===== src/rtl/hough_pkg.sv =====
// Shared types and elaboration-time helpers for the Hough vote generator.
//   state_e     : sweep FSM states
//   prod_width  : width of the signed x*cos / y*sin products
//   trig_fixed  : degrees (0..179) -> round(cos or sin * 2^frac_bits), signed
package hough_pkg;

    typedef enum logic [1:0] {
        StIdle,
        StSweep,
        StDrain
    } state_e;

    function automatic int unsigned prod_width(input int unsigned x_w,
                                               input int unsigned frac_bits);
        return x_w + 1 + frac_bits + 2;
    endfunction

    // sin(deg) for 0..90 degrees in Q30, Taylor series evaluated with integers so the
    // table is a pure elaboration-time constant.
    function automatic longint sin_q30(input int deg);
        longint x;
        longint x2;
        longint term;
        longint sum;
        x    = (longint'(deg) * 64'sd3373259426) / 64'sd180; // deg * pi/180 in Q30
        x2   = (x * x) >>> 30;
        term = x;
        sum  = x;
        for (int n = 1; n <= 8; n++) begin
            term = -((term * x2) >>> 30) / longint'((2 * n) * (2 * n + 1));
            sum  = sum + term;
        end
        if (sum < 0) begin
            sum = 0;
        end
        return sum;
    endfunction

    function automatic int trig_fixed(input int deg, input int frac_bits, input bit want_sin);
        longint v;
        longint r;
        bit     neg;
        neg = 1'b0;
        if (want_sin) begin
            v = sin_q30((deg <= 90) ? deg : 180 - deg);
        end else if (deg <= 90) begin
            v = sin_q30(90 - deg);
        end else begin
            v   = sin_q30(deg - 90);
            neg = 1'b1;
        end
        // Round to nearest on the magnitude, then restore the sign.
        r = (v + (64'sd1 <<< (29 - frac_bits))) >>> (30 - frac_bits);
        return neg ? -int'(r) : int'(r);
    endfunction

endpackage


===== src/rtl/hough_vote_generator_trig_lookup.sv =====
// Combinational cos/sin lookup.
//   deg_i : angle in degrees, valid 0..179 (others return 0)
//   cos_o : round(cos * 2^FRAC_BITS), signed FRAC_BITS+2 bits
//   sin_o : round(sin * 2^FRAC_BITS), signed FRAC_BITS+2 bits
module trig_lookup
    import hough_pkg::*;
#(
    parameter int unsigned FRAC_BITS = 12
) (
    input  logic [7:0]                  deg_i,
    output logic signed [FRAC_BITS+1:0] cos_o,
    output logic signed [FRAC_BITS+1:0] sin_o
);

    localparam int unsigned TW = FRAC_BITS + 2;

    logic signed [TW-1:0] cos_tbl [180];
    logic signed [TW-1:0] sin_tbl [180];

    for (genvar g = 0; g < 180; g++) begin : g_tbl
        localparam int CosV = trig_fixed(g, int'(FRAC_BITS), 1'b0);
        localparam int SinV = trig_fixed(g, int'(FRAC_BITS), 1'b1);
        assign cos_tbl[g] = TW'(CosV);
        assign sin_tbl[g] = TW'(SinV);
    end

    always_comb begin
        cos_o = '0;
        sin_o = '0;
        if (deg_i < 8'd180) begin
            cos_o = cos_tbl[deg_i];
            sin_o = sin_tbl[deg_i];
        end
    end

endmodule


===== src/rtl/hough_vote_generator.sv =====
// Hough-space vote generator: accepts one edge pixel per handshake and streams
// N_ANGLES votes (angle, rho = x*cos + y*sin) through a two-stage pipeline.
//   pt_valid_i/pt_ready_o/pt_x_i/pt_y_i : input point handshake
//   flush_i                             : synchronous abort of the current sweep
//   vote_valid_o/vote_ready_i           : output vote handshake
//   vote_angle_o/vote_rho_o/vote_last_o : vote payload
//   done_o                              : one-cycle pulse after the last vote handshake
module hough_vote_generator
    import hough_pkg::*;
#(
    parameter int unsigned X_W        = 10,
    parameter int unsigned Y_W        = 9,
    parameter int unsigned N_ANGLES   = 45,
    parameter int unsigned ANGLE_STEP = 4,
    parameter int unsigned FRAC_BITS  = 12,
    parameter int unsigned RHO_W      = 12
) (
    input  logic                    clk,
    input  logic                    rst_n,
    input  logic                    pt_valid_i,
    output logic                    pt_ready_o,
    input  logic [X_W-1:0]          pt_x_i,
    input  logic [Y_W-1:0]          pt_y_i,
    input  logic                    flush_i,
    output logic                    vote_valid_o,
    input  logic                    vote_ready_i,
    output logic [7:0]              vote_angle_o,
    output logic signed [RHO_W-1:0] vote_rho_o,
    output logic                    vote_last_o,
    output logic                    done_o
);

    localparam int unsigned PW = prod_width(X_W, FRAC_BITS);
    localparam int unsigned TW = FRAC_BITS + 2;
    localparam int unsigned KW = (N_ANGLES > 1) ? $clog2(N_ANGLES) : 1;
    localparam logic [KW-1:0] KLast = KW'(N_ANGLES - 1);

    state_e st_q, st_d;
    logic [KW-1:0]  k_q, k_d;
    logic [X_W-1:0] x_q, x_d;
    logic [Y_W-1:0] y_q, y_d;

    logic                 s1_valid_q, s1_valid_d;
    logic                 s1_last_q, s1_last_d;
    logic [7:0]           s1_angle_q, s1_angle_d;
    logic signed [PW-1:0] s1_px_q, s1_px_d;
    logic signed [PW-1:0] s1_py_q, s1_py_d;

    logic                    vote_valid_q, vote_valid_d;
    logic                    vote_last_q, vote_last_d;
    logic [7:0]              vote_angle_q, vote_angle_d;
    logic signed [RHO_W-1:0] vote_rho_q, vote_rho_d;
    logic                    done_q, done_d;

    logic [7:0]           k_angle;
    logic signed [TW-1:0] cos_w, sin_w;
    logic signed [PW-1:0] x_ext, y_ext, cos_ext, sin_ext;
    logic signed [PW-1:0] prod_x, prod_y;
    logic signed [PW:0]   rho_sum, rho_shift;
    logic                 adv, issue, last_hs;

    assign k_angle = 8'(32'(k_q) * ANGLE_STEP);

    trig_lookup #(
        .FRAC_BITS(FRAC_BITS)
    ) u_trig (
        .deg_i(k_angle),
        .cos_o(cos_w),
        .sin_o(sin_w)
    );

    // Pixel coordinates are unsigned: zero-extend, trig values sign-extend.
    assign x_ext   = {{(PW - X_W){1'b0}}, x_q};
    assign y_ext   = {{(PW - Y_W){1'b0}}, y_q};
    assign cos_ext = {{(PW - TW){cos_w[TW-1]}}, cos_w};
    assign sin_ext = {{(PW - TW){sin_w[TW-1]}}, sin_w};
    assign prod_x  = x_ext * cos_ext;
    assign prod_y  = y_ext * sin_ext;

    assign rho_sum   = $signed({s1_px_q[PW-1], s1_px_q}) + $signed({s1_py_q[PW-1], s1_py_q});
    assign rho_shift = rho_sum >>> FRAC_BITS;

    // Whole pipeline (and k) freezes while an output vote is refused.
    assign adv     = ~(vote_valid_q & ~vote_ready_i);
    assign issue   = (st_q == StSweep) & adv;
    assign last_hs = vote_valid_q & vote_ready_i & vote_last_q;

    always_comb begin
        st_d         = st_q;
        k_d          = k_q;
        x_d          = x_q;
        y_d          = y_q;
        s1_valid_d   = s1_valid_q;
        s1_last_d    = s1_last_q;
        s1_angle_d   = s1_angle_q;
        s1_px_d      = s1_px_q;
        s1_py_d      = s1_py_q;
        vote_valid_d = vote_valid_q;
        vote_last_d  = vote_last_q;
        vote_angle_d = vote_angle_q;
        vote_rho_d   = vote_rho_q;
        done_d       = 1'b0;

        case (st_q)
            StIdle: begin
                if (pt_valid_i) begin
                    x_d  = pt_x_i;
                    y_d  = pt_y_i;
                    k_d  = '0;
                    st_d = StSweep;
                end
            end
            StSweep: begin
                if (adv) begin
                    if (k_q == KLast) begin
                        k_d  = '0;
                        st_d = StDrain;
                    end else begin
                        k_d = k_q + 1'b1;
                    end
                end
            end
            StDrain: begin
                if (last_hs) begin
                    st_d   = StIdle;
                    done_d = 1'b1;
                end
            end
            default: st_d = StIdle;
        endcase

        if (adv) begin
            s1_valid_d = issue;
            if (issue) begin
                s1_last_d  = (k_q == KLast);
                s1_angle_d = k_angle;
                s1_px_d    = prod_x;
                s1_py_d    = prod_y;
            end
            vote_valid_d = s1_valid_q;
            if (s1_valid_q) begin
                vote_last_d  = s1_last_q;
                vote_angle_d = s1_angle_q;
                vote_rho_d   = rho_shift[RHO_W-1:0];
            end else begin
                vote_last_d = 1'b0;
            end
        end

        // Flush wins over everything, including a simultaneous point offer.
        if (flush_i) begin
            st_d         = StIdle;
            k_d          = '0;
            s1_valid_d   = 1'b0;
            s1_last_d    = 1'b0;
            vote_valid_d = 1'b0;
            vote_last_d  = 1'b0;
            done_d       = 1'b0;
        end
    end

    always_ff @(posedge clk or negedge rst_n) begin
        if (!rst_n) begin
            st_q         <= StIdle;
            k_q          <= '0;
            x_q          <= '0;
            y_q          <= '0;
            s1_valid_q   <= 1'b0;
            s1_last_q    <= 1'b0;
            s1_angle_q   <= '0;
            s1_px_q      <= '0;
            s1_py_q      <= '0;
            vote_valid_q <= 1'b0;
            vote_last_q  <= 1'b0;
            vote_angle_q <= '0;
            vote_rho_q   <= '0;
            done_q       <= 1'b0;
        end else begin
            st_q         <= st_d;
            k_q          <= k_d;
            x_q          <= x_d;
            y_q          <= y_d;
            s1_valid_q   <= s1_valid_d;
            s1_last_q    <= s1_last_d;
            s1_angle_q   <= s1_angle_d;
            s1_px_q      <= s1_px_d;
            s1_py_q      <= s1_py_d;
            vote_valid_q <= vote_valid_d;
            vote_last_q  <= vote_last_d;
            vote_angle_q <= vote_angle_d;
            vote_rho_q   <= vote_rho_d;
            done_q       <= done_d;
        end
    end

    assign pt_ready_o   = (st_q == StIdle);
    assign vote_valid_o = vote_valid_q;
    assign vote_last_o  = vote_last_q;
    assign vote_angle_o = vote_angle_q;
    assign vote_rho_o   = vote_rho_q;
    assign done_o       = done_q;

endmodule


===== config.mk =====
export PLATFORM = sky130hd
export DESIGN_NAME = hough_vote_generator
export DESIGN_NICKNAME = d
export VERILOG_FILES = /design/src/rtl/hough_pkg.sv /design/src/rtl/hough_vote_generator_trig_lookup.sv /design/src/rtl/hough_vote_generator.sv
export SDC_FILE = /design/constraint.sdc
export NUM_CORES = 1
export LEC_CHECK = 0
export ABC_AREA = 1
export CORE_MARGIN = 2
export CORE_UTILIZATION = 60
export DETAILED_ROUTE_END_ITERATION = 6
export GPL_ROUTABILITY_DRIVEN = 1
export PLACE_DENSITY = 0.78
export REMOVE_ABC_BUFFERS = 1
export SLEW_MARGIN = 10
export SYNTH_ARGS = -nofsm -noshare
export SYNTH_HDL_FRONTEND = slang
export SYNTH_SLANG_ARGS = --single-unit

===== constraint.sdc =====
create_clock -name clk -period 10.25 [get_ports clk]
set_clock_uncertainty 0.1 [all_clocks]
set_input_delay 1.025 -clock clk [delete_from_list [all_inputs] [get_ports clk]]
set_output_delay 1.025 -clock clk [all_outputs]
set_load 0.02 [all_outputs]

Word-level counts from Yosys, hierarchy flattened
Memories as Yosys holds them, arrays and structs flattened.
Cells that the tools add are included.
{"block": "word_totals", "reg_bits": 104, "rom_bits": 7168, "output_inout_bits": 24, "wordCells": 76, "mem_count": 2}
{"memory": "(no name shown)", "depth": 256, "width": 14, "rd": 1, "rd_clocked_by_memory_dff": 0, "wr": 0, "line_no": "hough_vote_generator_trig_lookup.sv:31", "rtl": "cos_o = cos_tbl[deg_i];"}
{"memory": "(no name shown)", "depth": 256, "width": 14, "rd": 1, "rd_clocked_by_memory_dff": 0, "wr": 0, "line_no": "hough_vote_generator_trig_lookup.sv:32", "rtl": "sin_o = sin_tbl[deg_i];"}
{"block": "op_classes", "addsub": 2, "mul": 2, "n_lt_le_gt_ge": 2, "eq_ne": 8, "mux": 30, "n_bitwise": 7, "n_reduce_logical": 9}
{"operator": "2-to-1 mux 14 bit", "n": 6}
{"operator": "adder 24 bit", "n": 1}
{"operator": "multiplier 10 x 14 -> 24 bit", "n": 1}
{"operator": "multiplier 11 x 14 -> 24 bit", "n": 1}
{"operator": "2-to-1 mux 6 bit", "n": 4}
{"operator": "2-to-1 mux 1 bit", "n": 13}
{"operator": "one-hot mux 6 bit (2 select lines)", "n": 1}
{"operator": "2-to-1 mux 2 bit", "n": 5}
{"operator": "greater-or-equal comparator 9 bit (second input constant)", "n": 1}
{"operator": "NOT 8 -> 9 bit", "n": 1}
{"operator": "less-than comparator 8 bit (second input constant)", "n": 1}
{"operator": "AND reduction 2 bit", "n": 4}
{"operator": "adder 6 x 1 -> 6 bit (second input constant)", "n": 1}
{"operator": "== test 6 bit (second input constant)", "n": 1}
{"operator": "!= test 3 x 2 -> 1 bit (second input constant)", "n": 2}
{"operator": "!= test 3 bit (second input constant)", "n": 2}
{"operator": "one-hot mux 2 bit (3 select lines)", "n": 1}
{"operator": "AND 1 bit", "n": 4}
{"operator": "AND reduction 4 bit", "n": 1}
{"operator": "AND reduction 3 bit", "n": 1}
{"operator": "nonzero test 3 bit", "n": 1}
{"operator": "== test 2 x 1 -> 1 bit (second input constant)", "n": 1}
{"operator": "== test 2 bit (second input constant)", "n": 1}
{"operator": "logical NOT 2 bit", "n": 1}
{"operator": "3 further kinds", "n": 4}

Depth between registers and ports, before layout
Gate-level depths: netlist of run 1.
{"block": "depth", "ltp_word": 7, "depth_mapped": 36}

By module
A second synthesis of run 1 with hierarchy kept.
{"block": "unflattened", "cells_unflattened": 3317, "area_unflattened_um2": 21259.1}
{"module": "hough_vote_generator", "n_inst": 1, "cells_per_inst": 2319, "area_per_inst_um2": 16622.2}
{"module": "trig_lookup", "n_inst": 1, "cells_per_inst": 998, "area_per_inst_um2": 4636.9}

Least setup slack after synthesis of run 1
No wires, ideal clock.
{"block": "synth_path", "path_kind": "reg2reg", "start": "register k_q[1]", "end": "register s1_py_q[13]", "setup_ps": 117, "arrival_ps": 5799, "required_time_ps": 10033, "setup_slack_ps": 4234, "path_stages_with_launch": 32, "n_path_buf": 2, "cell_sequence": "dfrtp_1 > buf_2 > inv_1 > ha_1 > inv_1 > nand2_2 > nand2_1 > nand3_2 > buf_6 > inv_4 > nor3_1 > nand3_1 > inv_2 > nand2_1 > fa_1 > inv_1 > fa_1 > inv_1 > fa_1 > inv_1 > fa_1 > inv_1 > fa_1 > inv_1 > ha_1 > a21oi_1 > nand3_1 > nand2_1 > nand2_1 > or2_2 > nand3_1 > nand2_1"}
{"block": "synth_via", "elab_chain_cells": 6}
{"element": "start: declaration", "line_no": "hough_vote_generator.sv:39", "rtl": "logic [KW-1:0] k_q, k_d;"}
{"element": "start signal: assignment", "line_no": "hough_vote_generator.sv:180", "rtl": "k_q <= k_d;"}
{"element": "NOT 8 -> 9 bit (not written as such)", "line_no": "hough_vote_generator_trig_lookup.sv:32"}
{"element": "memory (256 x 14 bit)"}
{"element": "2-to-1 mux 14 bit (not written as such) (2 in a row)", "line_no": "hough_vote_generator_trig_lookup.sv:32"}
{"element": "2-to-1 mux 14 bit *", "line_no": "hough_vote_generator_trig_lookup.sv:30", "rtl": "if (deg_i < 8'd180) begin"}
{"element": "multiplier 10 x 14 -> 24 bit *", "line_no": "hough_vote_generator.sv:78", "rtl": "assign prod_y = y_ext * sin_ext;"}
{"element": "end signal: assignment", "line_no": "hough_vote_generator.sv:187", "rtl": "s1_py_q <= s1_py_d;"}
{"element": "end: declaration", "line_no": "hough_vote_generator.sv:47", "rtl": "logic signed [PW-1:0] s1_py_q, s1_py_d;"}
Mark *: on every way between the ends. The rest lies on a longest branch, timed or not. The select of a mux whose other input is x is not followed.
A chain may end at the register's enable or synchronous reset.

Worst setup path after layout of run 1
{"block": "layout_path", "start": "register k_q[1]", "end": "register s1_px_q[22]"}
{"block": "layout_via", "elab_chain_cells": 6}
{"element": "NOT 8 -> 9 bit (not written as such)", "line_no": "hough_vote_generator_trig_lookup.sv:31"}
{"element": "memory (256 x 14 bit)"}
{"element": "2-to-1 mux 14 bit (not written as such) (2 in a row)", "line_no": "hough_vote_generator_trig_lookup.sv:31"}
{"element": "2-to-1 mux 14 bit *", "line_no": "hough_vote_generator_trig_lookup.sv:30"}
{"element": "multiplier 11 x 14 -> 24 bit *", "line_no": "hough_vote_generator.sv:77", "rtl": "assign prod_x = x_ext * cos_ext;"}
{"element": "end signal: assignment", "line_no": "hough_vote_generator.sv:186", "rtl": "s1_px_q <= s1_px_d;"}
{"element": "end: declaration", "line_no": "hough_vote_generator.sv:46", "rtl": "logic signed [PW-1:0] s1_px_q, s1_px_d;"}
Marked as above.

==> results_dict.tcl, run 1 <==
set metrics [dict create \
    status "finished, final reports clean" \
    fillCellCount 2442 \
    period_minus_slack_ps 7220 \
    holdPathStages 1 \
    crit_family "adder cells" \
    dieArea_um2 28700 \
    worstPathRequired_ps 10410 \
    synth_seq_cells 103 \
    hold_viol_final 0 \
    setup_violations 0 \
    via_per_inst 5.58 \
    cts_buffers 9 \
    layoutNonFillerInstCount 2678 \
    path_buf_inv 5 \
    fin_crit_sh 0.704 \
    postRouteAntennaNets 0 \
    placement_rows 60 \
    critPathLaunch "k_q[1]$_DFFE_PN0P_" \
    fmax_mhz 139 \
    cp_slowest_cell "dfrtp_1" \
    cts_setup_buffers 0 \
    firstDrtPassIters 6 \
    syn_avg_cell_area_um2 7.06 \
    wl_um 46600 \
    cap_violations 0 \
    async_flop_share 1.00 \
    tightestPinTransition_ps 1120 \
    start_util 0.611 \
    ff_latch_area_um2 2580 \
    critPathLaunchType "flop" \
    hold_end "done_o$_DFF_PN0_" \
    synth_edf_count 0 \
    syn2layout_area_growth_pct 5.98 \
    drc_errors 0 \
    die_h_um 169 \
    rr_endpoint "s1_px_q[22]$_DFFE_PN0P_" \
    ctsHoldBuffers 0 \
    synthCells 2325 \
    grt_max_degree 68 \
    die_w_um 169 \
    hp-start "st_q[0]$_DFFE_PN0P_" \
    ff2ff_path_depth 26 \
    grt_overflow 0 \
    final_common_cell "nand2_1" \
    crit_type "reg2reg" \
    cts.path.max_buffers 2 \
    insertion_delay_ps 380 \
    hold_class "reg2reg" \
    cp_max_fo 17 \
    setup.worst_path.end_class "flop" \
    core_area_um2 26900 \
    cts.root.buffer_cell "clkbuf_16" \
    cts-resized-gates 0 \
    dp.cells 2662 \
    max_slew_margin 0.254 \
    synth_ff_type "dfrtp_1" \
    synth.distinct_cells 47 \
    h-tree-depth 3 \
    clock-sinks 103 \
    grtUsageTotal 0.338 \
    clk_pin_slew_ps 80 \
    crit_arrival_ps 7380 \
    vias 14943 \
    drt_first_iter_violations 1452 \
    rsz0062_at_grt "false" \
    grt_pass1_vias 14950 \
    slew_violations 0 \
    synth-seq-area-share 0.157 \
    r2r_start "k_q[1]$_DFFE_PN0P_" \
    hpwl_um 38100 \
    grt_pass1_wl_um 76300 \
    drive_gt1_frac 0.0351 \
    tns_ps 0 \
    gp_congestion 1.00 \
    slowest_delay_ps 680 \
    final_cell_mix "nand2_1, inv_1, nor2_1" \
    synth_warnings 0 \
    antenna_cells 0 \
    synth_area_um2 16400 \
    port-buffer-count 45 \
    r2r_setup_slack_ps 3030 \
    wire_per_inst_um 17.4 \
    grt_antenna_before_repair 0 \
    io_pins 48 \
    multiInputGateArea_um2 11800 \
    nets 2710 \
    tritoncts "built" \
]
## per-stage QoR
| stage | setup WS (ps) | instance area, µm² | utilization | hold slack [ps] |
|---|---|---|---|---|
| 5_1_grt | 2590 | 17400 | 0.647 | 385 |
| 3_5_place_dp | 3190 | 17100 | 0.635 | 358 |
| 3_3_place_gp | 3230 | 17100 | 0.635 | 353 |
| 4_1_cts | 3160 | 17400 | 0.647 | 367 |
| 6_report | 3030 | 17400 | 0.647 | 360 |
| 2_1_floorplan | 4230 | 16100 | - | 333 |
## worst max path at each step
stage / to / slack (ps) / cells after the start
after global routing: s1_px_q[22]$_DFFE_PN0P_ / 2590 / 26
after floorplan: s1_py_q[13]$_DFFE_PN0P_ / 4230 / 26
after detailed placement: s1_px_q[22]$_DFFE_PN0P_ / 3190 / 26
after global placement: s1_px_q[20]$_DFFE_PN0P_ / 3230 / 26
final: s1_px_q[22]$_DFFE_PN0P_ / 3030 / 26
after CTS: s1_px_q[22]$_DFFE_PN0P_ / 3160 / 26
## kinds of logic (layout without fill, tap and decap cells)
kind of cell	after synthesis	after routing	share of synthesized area
other	1	2	0.000228
AOI/OAI and AO/OA	211	211	0.0706
adders and majority gates	354	354	0.359
DFF	103	103	0.157
xor gates and xnor gates	16	16	0.00854
and+or+nand+nor	1112	1112	0.280
buffers and inverters	528	539	0.125
## registers in the layout, indices dropped and copies added, names as in the netlist, 2 cells and up
name	flops
k_q	6
s1_angle_q	6
s1_px_q	24
s1_py_q	23
st_q	2
vote_angle_o	6
vote_rho_o	12
x_q	10
y_q	9
## area by class of cell
class                           instances  share of cell area
Tap cell                              341              0.0245
Inverter                              471               0.102
Multi-Input combinational cell       1695               0.678
Timing Repair Buffer                   52              0.0288
Clock inverter                          7             0.00518
Sequential cell                       103               0.148
Clock buffer                            9              0.0129
## synth_stat cells (2+ instances only)
| cell | count | area share |
|---|---|---|
| o21bai_1 | 9 | 0.0041 |
| a31oi_1 | 6 | 0.0023 |
| nor2_1 | 289 | 0.066 |
| inv_2 | 27 | 0.0062 |
| a211oi_1 | 2 | 0.00091 |
| o22ai_1 | 7 | 0.0027 |
| buf_6 | 2 | 0.0014 |
| o21ai_1 | 9 | 0.0027 |
| nand2_2 | 6 | 0.0023 |
| nor3_2 | 2 | 0.0012 |
| nor3_1 | 20 | 0.0061 |
| a21oi_2 | 2 | 0.0011 |
| inv_4 | 3 | 0.0011 |
| or2_2 | 5 | 0.0019 |
| a21oi_1 | 94 | 0.029 |
| buf_1 | 7 | 0.0016 |
| xnor2_1 | 10 | 0.0053 |
| ha_1 | 159 | 0.12 |
| fa_1 | 195 | 0.24 |
| nand3b_1 | 13 | 0.0059 |
| inv_1 | 440 | 0.10 |
| xor2_1 | 6 | 0.0032 |
| buf_2 | 11 | 0.0034 |
| nand2_1 | 599 | 0.14 |
| clkbuf_1 | 29 | 0.0066 |
| o21ai_0 | 70 | 0.021 |
| nor2_2 | 6 | 0.0023 |
| dfrtp_1 | 103 | 0.16 |
| nand3_1 | 131 | 0.040 |
| nand4_1 | 31 | 0.012 |
| nand3_2 | 4 | 0.0024 |
| o211ai_1 | 5 | 0.0023 |
| o31ai_1 | 2 | 0.00091 |
| buf_4 | 8 | 0.0037 |
## layer usage
metal	wire, µm	track usage
met2	22200	0.572
met1	19100	0.435
met3	3410	0.0597
met4	1890	0.129
met5	0	0
Power of run 1 is left out: the tool's default activity adds up to more than one toggle a clock period on the data nets, which glitch-free logic cannot reach.
==> run 2, diff against run 1 <==
clock period = 6.66 ns   (was 10.25 ns; I/O delays follow)
==> results_dict.tcl, run 2 (synthesis results as in run 1) <==
set metrics [dict create \
    worstPathRequired_ps 6840 \
    period_minus_slack_ps 6290 \
    firstDrtPassIters 6 \
    placed_cell_area_um2 17400 \
    slowest_delay_ps 510 \
    multiInputGateArea_um2 11800 \
    clock-sinks 103 \
    clk_pin_slew_ps 100 \
    fillCellCount 2444 \
    io_pins 48 \
    placement_rows 60 \
    fmax_mhz 159 \
    cts.root.buffer_cell "clkbuf_16" \
    drc_errors 0 \
    grt_pass1_vias 15312 \
    grt_overflow 0 \
    wl_um 48200 \
    crit_type "reg2reg" \
    dp.cells 2708 \
    drive_gt1_frac 0.0571 \
    hpwl_um 39800 \
    ff_latch_area_um2 2580 \
    hold_class "in2async" \
    grtUsageTotal 0.346 \
    setup.worst_path.end_class "flop" \
    status "finished, final reports clean" \
    final_common_cell "nand2_1" \
    slew_violations 0 \
    start_util 0.611 \
    via_per_inst 5.63 \
    postRouteAntennaNets 0 \
    gp_congestion 1.01 \
    core_area_um2 26900 \
    grt_use_met3 0.0585 \
    wire_per_inst_um 17.7 \
    rsz0062_at_grt "false" \
    cp_slowest_cell "fa_1" \
    met2_usage 0.585 \
    setup_violations 0 \
    grt_pass1_wl_um 77700 \
    die_w_um 169 \
    fin_crit_sh 0.945 \
    vias 15334 \
    top_register "s1_px_q" \
    largest_reg_flops 24 \
    insertion_delay_ps 380 \
    cpMostUsedCell "nand2_1" \
    drt_first_iter_violations 1468 \
    crit_arrival_ps 6470 \
    layoutNonFillerInstCount 2724 \
    cp_max_fo 11 \
    dieArea_um2 28700 \
    grt_antenna_before_repair 0 \
    final_area_um2 17700 \
    nets 2756 \
    tritoncts "built" \
    cts_buffers 9 \
    top_usage_layer "met2" \
    met1_usage 0.443 \
    max_slew_margin 0.259 \
    grt_max_degree 61 \
    critPathLaunchType "flop" \
    tightestPinTransition_ps 1110 \
    die_h_um 169 \
    tns_ps 0 \
    port-buffer-count 45 \
    h-tree-depth 3 \
    cap_violations 0 \
    syn2layout_area_growth_pct 8.13 \
    antenna_cells 0 \
    cts.path.max_buffers 2 \
    hold_viol_final 0 \
    final_cell_mix "nand2_1, inv_1, nor2_1" \
]
[run 2: final cells by class]
class                      instances  area share
multi-input combinational       1695       0.666
sequential                       103       0.145
inverter                         471       0.100
timing repair buffer              98      0.0477
tap                              341      0.0240
clock buffer                       9      0.0127
clock inverter                     7     0.00374
[run 2: worst max-delay path: cells and delay by family, from the launching register on]
family	cells	cell delay, ps
fa+ha+maj	7	2850
buf+inv	8	700
flops	1	460
simple gates	13	1480
compound gates	2	620
[run 2: path summary, 6_finish.rpt]
check                                                from                   endpoint  slack, ps  cells after the start
max in group asynchronous                           rst_n         y_q[8]$_DFFE_PN0P_       5050                      2
worst min register to register  vote_rho_o[5]$_DFFE_PN0P_  vote_rho_o[5]$_DFFE_PN0P_        380                      2
worst min-delay path                                rst_n  vote_rho_o[9]$_DFFE_PN0P_        210                      1
worst max-delay path                   k_q[1]$_DFFE_PN0P_    s1_px_q[23]$_DFFE_PN0P_        370                     30
worst max register to register         k_q[1]$_DFFE_PN0P_    s1_px_q[23]$_DFFE_PN0P_        370                     30
min in group clk                vote_rho_o[5]$_DFFE_PN0P_  vote_rho_o[5]$_DFFE_PN0P_        380                      2
[run 2: repair_timing]
item	CTS	global route
gates resized for setup	0	10
setup buffers	0	0
hold buffers	0	0
setup endpoints to repair	0	20
[run 2: through the flow]
stage,setup slack [ps],hold WS [ps],util
after CTS,220,234,0.659
final,368,209,0.660
after global placement,254,356,0.648
after floorplan,635,270,-
after global routing,10.2,262,0.660
after detailed placement,241,362,0.648
[run 2: routing by layer]
layer	wire length, µm	vias up	share of wire
met5	0	-	0
met3	3510	130	0.073
met1	19800	7263	0.41
li1	-	7246	-
met2	22900	695	0.47
met4	2020	0	0.042
Power of run 2 is left out for the same reason.
==> run 3, diff against run 2 <==
CAP_MARGIN = 25   (was default)
CORE_ASPECT_RATIO = 1.4   (was default)
PLACE_DENSITY = 0.77   (was 0.78)
SYNTH_HIERARCHICAL = 1   (was default)
==> results_dict.tcl, run 3 <==
set metrics [dict create \
    clk_pin_slew_ps 80 \
    tightestPinTransition_ps 2100 \
    rr_endpoint "s1_px_q[13]$_DFFE_PN0P_" \
    insertion_delay_ps 380 \
    max_slew_margin -0.415 \
    syn_avg_cell_area_um2 6.41 \
    final_common_cell "nand2_1" \
    cts_buffers 9 \
    r2r_start "k_q[1]$_DFFE_PN0P_" \
    slew_violations 10 \
    ctsHoldBuffers 0 \
    synth_top_cells_by_area "fa_1, nand2_1, dfrtp_1" \
    cp_slowest_cell "fa_1" \
    hpwl_um 63500 \
    cap_violations 0 \
    cts.path.max_buffers 2 \
    crit_type "reg2reg" \
    cpMostUsedCell "inv_1" \
    grt_pass1_wl_um 127000 \
    fmax_mhz 153 \
    hold_class "in2async" \
    placement_rows 81 \
    violations "design-rule violations, max-slew violations" \
    synth_area_um2 21300 \
    period_minus_slack_ps 6550 \
    drt_first_iter_violations 2707 \
    rsz0062_at_grt "true" \
    grtUsageTotal 0.455 \
    path_buf_inv 9 \
    final_cell_mix "nand2_1, inv_1, nand3_1" \
    setup_violations 0 \
    firstDrtPassIters 7 \
    fin_crit_sh 0.984 \
    synth_edf_count 0 \
    grt_pass1_vias 22856 \
    yosysMostFrequentCell "nand2_1" \
    die_w_um 163 \
    wl_um 82000 \
    slowest_delay_ps 520 \
    synth_commonest_cells "nand2_1, inv_1, nand3_1, fa_1, nor2_1" \
    status "finished with violations" \
    post-route-util 0.661 \
    r2r_setup_slack_ps 110 \
    crit_cells 28 \
    layoutNonFillerInstCount 3839 \
    worstPathRequired_ps 6830 \
    wire_per_inst_um 21.4 \
    crit_family "adder cells" \
    grt_overflow 0 \
    cp_max_fo 37 \
    tns_ps 0 \
    gp_congestion 1.17 \
    dp.cells 3816 \
    crit_arrival_ps 6720 \
    die_h_um 227 \
    crit_path_end "s1_px_q[13]$_DFFE_PN0P_" \
    io_pins 48 \
    ff2ff_path_depth 28 \
    synth_warnings 6 \
    setup.worst_path.end_class "flop" \
    drc_errors 28 \
    dieArea_um2 37000 \
    synth_top_area_share 0.220 \
    tritoncts "built" \
    cts.root.buffer_cell "clkbuf_16" \
    grt_antenna_before_repair 2 \
    synth_ff_type "dfrtp_1" \
    pre_cts_ws_ps 152 \
    h-tree-depth 3 \
    syn2layout_area_growth_pct 8.79 \
    synth-seq-area-share 0.122 \
    drive_gt1_frac 0.0651 \
    vias 22814 \
    async_flop_share 1.00 \
    synth.distinct_cells 51 \
    port-buffer-count 45 \
    synth_top_cell_by_area "fa_1" \
    nets 3789 \
    start_util 0.608 \
    core_area_um2 35000 \
    critPathLaunchType "flop" \
    setup_slack_ps 108 \
    via_per_inst 5.94 \
    grt_max_degree 75 \
    hold_viol_final 0 \
    clock-sinks 104 \
    critPathLaunch "k_q[1]$_DFFE_PN0P_" \
    synthCells 3317 \
    postRouteAntennaNets 0 \
    synth_seq_cells 104 \
]
[run 3: cell types whose count changed after synthesis, sizes merged, moves of 39 or more]
cell	delta
nand2	+563
o21ai	+45
nor2	-94
fa	+39
inv	+212
nand3	+104
[run 3: logic make-up after synthesis]
group	after synthesis	share of synthesized area
AND/OR/NAND/NOR	1697	0.327
buffers and inverters	808	0.150
adder cells (fa/ha/maj)	389	0.312
AO/OA/AOI/OAI	280	0.0706
flip-flops	104	0.122
multiplexers	19	0.0101
XOR/XNOR	18	0.00742
other	2	0.000353
[run 3: worst min path at each step]
| stage | start | end |
|---|---|---|
| after floorplan | rst_n | done_o$_DFF_PN0_ |
| after global placement | s1_angle_q[5]$_DFFE_PN0P_ | vote_angle_o[5]$_DFFE_PN0P_ |
| after detailed placement | vote_rho_o[7]$_DFFE_PN0P_ | vote_rho_o[7]$_DFFE_PN0P_ |
| after CTS | rst_n | vote_rho_o[1]$_DFFE_PN0P_ |
| after global routing | rst_n | vote_rho_o[1]$_DFFE_PN0P_ |
| final | rst_n | s1_px_q[12]$_DFFE_PN0P_ |
[run 3: timing repair]
item / CTS / global route
setup endpoints to repair: 0 / 31
resized for setup: 0 / 50
setup buffers: 0 / 3
[run 3: metrics by stage]
step                      hold slack (ps)  instance area (µm²)
after floorplan                       270                20700
after global placement                360                22600
after detailed placement              365                22600
after CTS                             217                22900
after global routing                  255                23100
final                                 212                23100
[run 3: cell type report]
class / count / area, µm²
multi-input combinational: 2426 / 15700
inverter: 683 / 2590
timing repair buffer: 152 / 1380
clock inverter: 7 / 91.3
fill: 3073 / 11800
clock buffer: 9 / 225
antenna: 2 / 5.00
tap: 456 / 571
sequential: 104 / 2610
[run 3: per-layer routing]
layer	GRT usage	wire length (µm)	vias to the layer above
met5	0	0	-
met4	0.364	8480	0
met3	0.0995	8560	505
met2	0.740	37300	1529
met1	0.515	27700	10625
li1	-	-	10155
Power of run 3 is left out for the same reason.
